--- src/rtl/multi_sine_gen.sv ---
// Time-multiplexed NCH-channel recursive sine oscillator.
// One shared rotation datapath walks the channels once per tick (IDLE->RUN->SUM),
// applies a per-channel gain and finishes with a channel-averaged mix sample.
module multi_sine_gen #(
  parameter int WL  = 16,
  parameter int NCH = 4,
  parameter int CW  = $clog2(NCH)
) (
  input  logic              clk_i,
  input  logic              reset_i,
  input  logic              en_i,
  input  logic              tick_i,
  input  logic [NCH-1:0]    load_i,
  input  logic [NCH*WL-1:0] cos_w_i,
  input  logic [NCH*WL-1:0] sin_w_i,
  input  logic [NCH*8-1:0]  gain_i,
  output logic              busy_o,
  output logic              sine_valid_o,
  output logic [CW-1:0]     sine_ch_o,
  output logic [WL-1:0]     sine_o,
  output logic              mix_valid_o,
  output logic [WL-1:0]     mix_o,
  output logic              overrun_o
);

  typedef enum logic [1:0] {IDLE, RUN, SUM} state_t;

  localparam logic signed [WL-1:0] MAXW = {1'b0, {(WL-1){1'b1}}};
  localparam logic signed [WL-1:0] MINW = -MAXW;

  state_t                    state_q, state_d;
  logic [CW-1:0]             ch_q, ch_d;
  logic signed [WL+CW-1:0]   acc_q, acc_d;
  logic signed [WL-1:0]      s_q [NCH];
  logic signed [WL-1:0]      c_q [NCH];
  logic signed [WL-1:0]      s_d [NCH];
  logic signed [WL-1:0]      c_d [NCH];
  logic [NCH-1:0]            pending_q, pending_d;
  logic signed [WL-1:0]      sine_q, sine_d, mix_q, mix_d;
  logic [CW-1:0]             sine_ch_q, sine_ch_d;
  logic                      sine_valid_q, sine_valid_d;
  logic                      mix_valid_q, mix_valid_d;
  logic                      overrun_q, overrun_d;

  // Channel-selected operands from the packed coefficient buses
  logic [NCH-1:0][WL-1:0] cos_arr, sin_arr;
  logic [NCH-1:0][7:0]    gain_arr;
  assign cos_arr  = cos_w_i;
  assign sin_arr  = sin_w_i;
  assign gain_arr = gain_i;

  logic signed [WL-1:0]   cos_cur, sin_cur, s_cur, c_cur;
  logic signed [2*WL-1:0] m_sc, m_cs, m_cc, m_ss;
  logic signed [2*WL:0]   p_s, p_c;
  logic signed [WL-1:0]   s_rot, c_rot, s_new;
  logic [8:0]             g1;
  logic signed [WL+9:0]   scaled;
  logic signed [WL-1:0]   sine_new;

  function automatic logic signed [WL-1:0] sat(input logic signed [2*WL:0] v);
    if (v > (2*WL+1)'(MAXW))      return MAXW;
    else if (v < (2*WL+1)'(MINW)) return MINW;
    else                          return WL'(v);
  endfunction

  assign cos_cur = cos_arr[ch_q];
  assign sin_cur = sin_arr[ch_q];
  assign s_cur   = s_q[ch_q];
  assign c_cur   = c_q[ch_q];
  assign m_sc    = s_cur * cos_cur;
  assign m_cs    = c_cur * sin_cur;
  assign m_cc    = c_cur * cos_cur;
  assign m_ss    = s_cur * sin_cur;
  assign p_s     = (2*WL+1)'(m_sc) + (2*WL+1)'(m_cs);
  assign p_c     = (2*WL+1)'(m_cc) - (2*WL+1)'(m_ss);
  assign s_rot   = sat(p_s >>> (WL-1));
  assign c_rot   = sat(p_c >>> (WL-1));
  // A pending reload restarts the channel at phase 0 (s=0, c=max)
  assign s_new   = pending_q[ch_q] ? '0 : s_rot;
  // gain+1 spans 1..256 so gain 255 is unity after the >>>8
  assign g1       = {1'b0, gain_arr[ch_q]} + 9'd1;
  assign scaled   = s_new * $signed({1'b0, g1});
  assign sine_new = WL'(scaled >>> 8);

  // Busy also covers the mix presentation cycle, so a tick there counts as overrun
  assign busy_o       = (state_q != IDLE) | mix_valid_q;
  assign sine_valid_o = sine_valid_q;
  assign sine_ch_o    = sine_ch_q;
  assign sine_o       = sine_q;
  assign mix_valid_o  = mix_valid_q;
  assign mix_o        = mix_q;
  assign overrun_o    = overrun_q;

  // State and datapath registers, synchronous reset clears everything
  always_ff @(posedge clk_i) begin
    if (reset_i) begin
      state_q      <= IDLE;
      ch_q         <= '0;
      acc_q        <= '0;
      pending_q    <= '0;
      sine_q       <= '0;
      sine_ch_q    <= '0;
      sine_valid_q <= 1'b0;
      mix_q        <= '0;
      mix_valid_q  <= 1'b0;
      overrun_q    <= 1'b0;
      for (int k = 0; k < NCH; k++) begin
        s_q[k] <= '0;
        c_q[k] <= '0;
      end
    end else begin
      state_q      <= state_d;
      ch_q         <= ch_d;
      acc_q        <= acc_d;
      pending_q    <= pending_d;
      sine_q       <= sine_d;
      sine_ch_q    <= sine_ch_d;
      sine_valid_q <= sine_valid_d;
      mix_q        <= mix_d;
      mix_valid_q  <= mix_valid_d;
      overrun_q    <= overrun_d;
      for (int k = 0; k < NCH; k++) begin
        s_q[k] <= s_d[k];
        c_q[k] <= c_d[k];
      end
    end
  end

  // Next-state: walk channels, then one SUM cycle; en low aborts
  always_comb begin
    state_d = state_q;
    unique case (state_q)
      IDLE: if (tick_i && en_i && !mix_valid_q) state_d = RUN;
      RUN: begin
        if (!en_i)                    state_d = IDLE;
        else if (ch_q == CW'(NCH-1))  state_d = SUM;
      end
      SUM:     state_d = IDLE;
      default: state_d = IDLE;
    endcase
  end

  // Outputs and channel state updates for the current FSM cycle
  always_comb begin
    ch_d         = ch_q;
    acc_d        = acc_q;
    pending_d    = pending_q | load_i;
    sine_d       = sine_q;
    sine_ch_d    = sine_ch_q;
    sine_valid_d = 1'b0;
    mix_d        = mix_q;
    mix_valid_d  = 1'b0;
    overrun_d    = overrun_q | (tick_i & en_i & busy_o);
    for (int k = 0; k < NCH; k++) begin
      s_d[k] = s_q[k];
      c_d[k] = c_q[k];
    end
    unique case (state_q)
      IDLE: begin
        if (tick_i && en_i && !mix_valid_q) begin
          ch_d  = '0;
          acc_d = '0;
        end
      end
      RUN: begin
        if (en_i) begin
          if (pending_q[ch_q]) begin
            s_d[ch_q] = '0;
            c_d[ch_q] = MAXW;
            // a load landing on this channel now survives into next round
            pending_d[ch_q] = load_i[ch_q];
          end else begin
            s_d[ch_q] = s_rot;
            c_d[ch_q] = c_rot;
          end
          sine_d       = sine_new;
          sine_ch_d    = ch_q;
          sine_valid_d = 1'b1;
          acc_d        = acc_q + (WL+CW)'(sine_new);
          ch_d         = ch_q + CW'(1);
        end
      end
      SUM: begin
        if (en_i) begin
          mix_d       = WL'(acc_q >>> CW);
          mix_valid_d = 1'b1;
        end
      end
      default: ;
    endcase
  end

endmodule

--- config.mk ---
export PLATFORM = sky130hd
export DESIGN_NAME = multi_sine_gen
export DESIGN_NICKNAME = d
export VERILOG_FILES = /design/src/rtl/multi_sine_gen.sv
export SDC_FILE = /design/constraint.sdc
export NUM_CORES = 2
export LEC_CHECK = 0
export CORE_UTILIZATION = 40
export DETAILED_ROUTE_END_ITERATION = 8
export GPL_TIMING_DRIVEN = 0
export SLEW_MARGIN = 20
export SYNTH_ARGS = -nofsm -noshare
export SYNTH_HDL_FRONTEND = slang
export SYNTH_SLANG_ARGS = --single-unit
--- constraint.sdc ---
create_clock -name clk_i -period 19.8 [get_ports clk_i]
set_clock_uncertainty 0.15 [all_clocks]
set_input_delay 1.98 -clock clk_i [delete_from_list [all_inputs] [get_ports clk_i]]
set_output_delay 1.98 -clock clk_i [all_outputs]
set_load 0.01 [all_outputs]
## Word level (Yosys, flattened, before mapping)

Memory sizes are Yosys's and may differ from the RTL's. A register that Yosys moved wholly into a read port is not among the register bits.
Cells that the tools add are included.
Widths: inputs -> output; s select.

- Bits in registers: 63
- Memory bits (writable): 128
- Output and inout port bits: 38
- Logic and storage cells: 128
- Memories: 2

- Add/subtract/negate cells: 5
- Multiply operators: 5
- Magnitude comparators: 8
- Eq/ne operators: 6
- Mux-type cells: 57
- Bitwise logic cells: 21
- Reductions and logical operators: 14

Memory list:

| memory | depth | bits a word | read ports | clocked after memory_dff | write ports | line | text |
|---|---|---|---|---|---|---|---|
| c_q | 4 | 16 | 5 | 1 | 4 | 35 | `logic signed [WL-1:0] c_q [NCH];` |
| s_q | 4 | 16 | 5 | 1 | 4 | 34 | `logic signed [WL-1:0] s_q [NCH];` |

Operators by type and width:

| cell | count |
|---|---|
| $mux 64 | 6 |
| $mux 16 | 16 |
| $bwmux 64 | 2 |
| $mul 16x16->32 | 4 |
| $and 64x64->64 | 1 |
| $bmux 16 s2 | 2 |
| $not 64->64 | 1 |
| $or 60x60->60 | 1 |
| $gt 18x16->1 const B | 2 |
| $lt 18x16->1 const B | 2 |
| $mux 18 | 2 |
| $pmux 18 s2 | 1 |
| $add 32x32->33 | 1 |
| $sub 32x32->33 | 1 |
| $demux 16 s2 | 1 |
| $mul 16x10->24 | 1 |
| $add 18x16->18 | 1 |
| $mux 2 | 9 |
| $bmux 8 s2 | 1 |
| $mux 4 | 3 |
| $or 1x1->1 | 10 |
| $add 8x1->9 const B | 1 |
| $mux 8 | 1 |
| $pmux 2 s2 | 2 |
| other kinds (26) | 44 |

## Depth between registers and ports, before layout

- Depth after elaboration: 12
- Gate-level depth with buffers: 74

## Worst setup path after synthesis

OpenSTA, ideal clock, no wires.

- Path kind: input -> register
- Start: input port sin_w_i[49]
- End: register acc_q[16]
- Setup time: 117 ps
- Arrival: 17,400 ps
- Required time: 19,533 ps
- Setup slack: 2,132 ps
- Stages: 67
- Path buffers: 5
- Cell sequence: mux2i_1 nand2_1 o21a_1 clkbuf_1 clkbuf_1 nand2_1 fa_1 inv_1 fa_1 inv_1 fa_1 inv_1 fa_1 fa_1 fa_1 fa_1 inv_1 fa_1 (+31 left out) a31oi_1 xnor2_1 ha_1 nor2b_1 o21ai_0 a21boi_0 o21ai_0 a21boi_0 o21ai_0 a21boi_0 o21ai_0 a21boi_0 o21ai_0 a21oi_1 o21a_1 o21a_1 or3_1 a32o_1

- Word-level cells in the longest chain between the ends: 12
- Elaborated cells between the ends (all ways): 13

Ends and longest elaborated chain:

| element | line | text |
|---|---|---|
| start, declared | 15 | `input logic [NCH*WL-1:0] sin_w_i,` |
| $bmux 16 s2 * | 67 | `assign sin_cur = sin_arr[ch_q];` |
| $mux 16 (implied by the code) * | 67 |  |
| $mul 16x16->32 * | 71 | `assign m_cs = c_cur * sin_cur;` |
| $add 32x32->33 * | 74 | `assign p_s = (2*WL+1)'(m_sc) + (2*WL+1)'(m_cs);` |
| $lt 18x16->1 | 62 | `else if (v < (2*WL+1)'(MINW)) return MINW;` |
| $mux 16 | 62 |  |
| $mux 16 * | 61 | `if (v > (2*WL+1)'(MAXW)) return MAXW;` |
| $mux 16 * | 79 | `assign s_new = pending_q[ch_q] ? '0 : s_rot;` |
| $mul 16x10->24 * | 82 | `assign scaled = s_new * $signed({1'b0, g1});` |
| via scaled[10] | 57 | `logic signed [WL+9:0] scaled;` |
| $add 18x16->18 * | 179 | `acc_d = acc_q + (WL+CW)'(sine_new);` |
| $mux 18 * | 166 | `if (en_i) begin` |
| $pmux 18 s2 * | 158 | `unique case (state_q)` |
| end signal, assigned | 99 | `acc_q <= '0;` |
| end signal, assigned | 114 | `acc_q <= acc_d;` |
| end, declared | 33 | `logic signed [WL+CW-1:0] acc_q, acc_d;` |

The timed path passes the listed nets; every way through them passes the cells marked *. The select of a mux whose other input is x is not followed.
A chain may end at the register's enable or synchronous reset.

==> qor.txt <==
clk root buf - clkbuf_16
IO Port Bufs - 203
initial antenna violation count - 12
Arr. time, crit path - 19.43 ns
synth unique cells - 80
Post-synth EDFFs - 0
Final Cell Area - 0.0599 mm^2
Die H - 369 um
max-cap violation count - 0
Post-synth ARST share - 0%
placed cell count - 8,089
final worst slack - 0.568 ns
I/O pin cnt - 206
Synth Area in XOR/XNOR - 1.89%
vias after detailed routing - 44,100
hold buffers post-CTS - 0
final setup vio count - 0
Mapped Cells - 6,099
routability cong. - 1.05
worst path required time - 19.99 ns
Rows - 134
Post-Synth Adder-Cell Area - 56.4%
Worst-Skew Late Latency - 0.46 ns
gr usage total - 31.3%
DR vias/cell - 5.42
most used cell, CP - fa_1
Max Fclk - 52.0 MHz
area leader, netlist - fa_1
Avg WL per Cell - 25.9 um
final core occ - 44.8%
top_reg_cell synth - dfxtp_1
outcome - complete, but fails checks
Starting Density - 40.4%
Iter 0 DRT Violations - 4,372
Area Overhead vs Synth - 11.0%
main combinational cell family by area after synthesis - adder cells
Simple-Gate Fraction of Synth Area - 13.5%
Pins Over Slew Limit - 0
CTS tree - done
violated checks - DRC
Synth top area share - 47.7%
largest net degree at the start of global routing - 18
Period Utilization, post-route - 97.1%
CP max-delay cell - clkbuf_1
WS Path Type - reg2reg
non-filler cells, final - 8,136
first-pass GRT wire length - 307,000 um
sequential-to-total area share from yosys stat - 7.16%
H-tree levels - 4
Clock transition at path regs - 0.07 ns
post-synthesis mux area share - 3.21%
Critical Path End Type - flop
count leader, synth - inv_1
vias in the first global route - 45,100
maximum fanout along the worst path - 10
nets - 8,172
Mean Syn Cell Area - 8.85 um^2
final WL - 211,000 um
GR Overflow Total - 0
startpoint types - flop
dpl ws - -2.67 ns
Slowest Stage Delay on Critical Path - 0.90 ns
DRC viols - 33
die width - 369 um
Synth Register Bits - 193
Routed Antenna Nets - 0
Area contributors post-synth - fa_1, inv_1, ha_1
Post-Syn Nets - 7,929
Synth Cell Area - 0.0540 mm^2
compound-gate portion of the synthesized area - 6.30%
Clock Sink Count - 193
Initial DRT Pass Iterations - 9
Fillers - 13,100
Die Footprint - 0.136 mm^2
Worst Tran Pin Value - 1.27 ns
Hold WC Path Type - reg2reg
Hold Vio Cnt, Final - 0
Num CTS Buffers - 17
Period minus WS final - 19.23 ns
maximum root-to-sink buffer count - 2
Detail Placement HPWL - 179,000 um
area of the core - 0.134 mm^2
Max transition margin - 15.3%
YS warnings - 0
layout cells sized above 1 - 6.25%
Post-DP Area - 0.0586 mm^2
commonest cells in the netlist - inv_1, fa_1, nand2_1
==> worst max-delay path, delay by kind of cell, from the launching register on <==
family,cells,cell delay (ns)
buf+inv,10,2.21
compound gates,20,4.41
xor+xnor,1,0.17
flops,1,0.42
fa+ha+maj,16,6.93
mux,1,0.40
simple gates,16,4.36
==> cells by family (layout without fill, tap and decap cells) <==
group	Yosys count	in the layout
buffers and inverters	1653	1909
adders and majority gates	1662	1662
DFF	193	193
AOI/OAI and AO/OA	530	530
muxes	145	145
and+or+nand+nor	1801	1801
other	0	13
xor gates and xnor gates	115	115
==> per-layer routing <==
layer  share of wire, %  GRT usage, %  vias to the layer above
li1                   -             -                    18700
met3                 11          8.51                      483
met5              0.056        0.0356                        -
met1                 41          42.6                    22600
met4                6.0          15.0                       14
met2                 42          46.1                     2278
==> repair_timing <==
item                       4_1_cts  5_1_grt
hold endpoints to repair         0        0
setup buffers                    3       15
pin swaps                        3        6
setup endpoints to repair       17        8
gates resized for setup        175      114
==> state kept, by name, indices dropped and copies added (netlist names), named ones only <==
register,cells
state_q,2
acc_q,18
mix_valid_o,1
sine_valid_o,1
c_q,64
sine_ch_o,2
mix_o,16
sine_o,16
pending_q,4
ch_q,2
overrun_o,1
s_q,64
==> final timing paths <==
check | end | start | cells past startpoint | slack [ns]
min | mix_o[3]$_SDFFE_PP0P_ | mix_o[3]$_SDFFE_PP0P_ | 2 | 0.30
min reg2reg | mix_o[3]$_SDFFE_PP0P_ | mix_o[3]$_SDFFE_PP0P_ | 2 | 0.30
max reg2reg | acc_q[16]$_SDFFE_PP0P_ | flop | 64 | 0.57
max | acc_q[16]$_SDFFE_PP0P_ | flop | 64 | 0.57
==> placed cells by master, fill, tap and decap left out, types with 71 or more instances in the layout <==
master / n
nor2_1: 710
a21oi_1: 159
xnor2_1: 77
fa_1: 1284
clkdlybuf4s50_1: 203
nand2_1: 859
a211oi_1: 71
inv_1: 1355
dfxtp_1: 193
clkbuf_1: 137
ha_1: 374
==> final cells by class <==
type / count / area, um^2 / area share, %
multi-input combinational: 4253 / 44400 / 74.0
inverter: 1358 / 5110 / 8.53
sequential: 193 / 3860 / 6.45
timing repair buffer: 240 / 2400 / 4.01
tap: 1768 / 2210 / 3.69
buffer: 279 / 1360 / 2.27
clock buffer: 19 / 453 / 0.756
clock inverter: 13 / 128 / 0.213
antenna: 13 / 32.5 / 0.0543
==> metrics by stage <==
stage / hold slack (ns) / setup TNS (ns)
after floorplan: 0.283 / 0
after global placement: 0.289 / -62.84
after detailed placement: 0.296 / -21.86
after CTS: 0.305 / 0
after global routing: 0.318 / -0.0825
final: 0.303 / 0
Power is left out: the tool's default activity adds up to more than one toggle a clock period on the data nets, which glitch-free logic cannot reach.
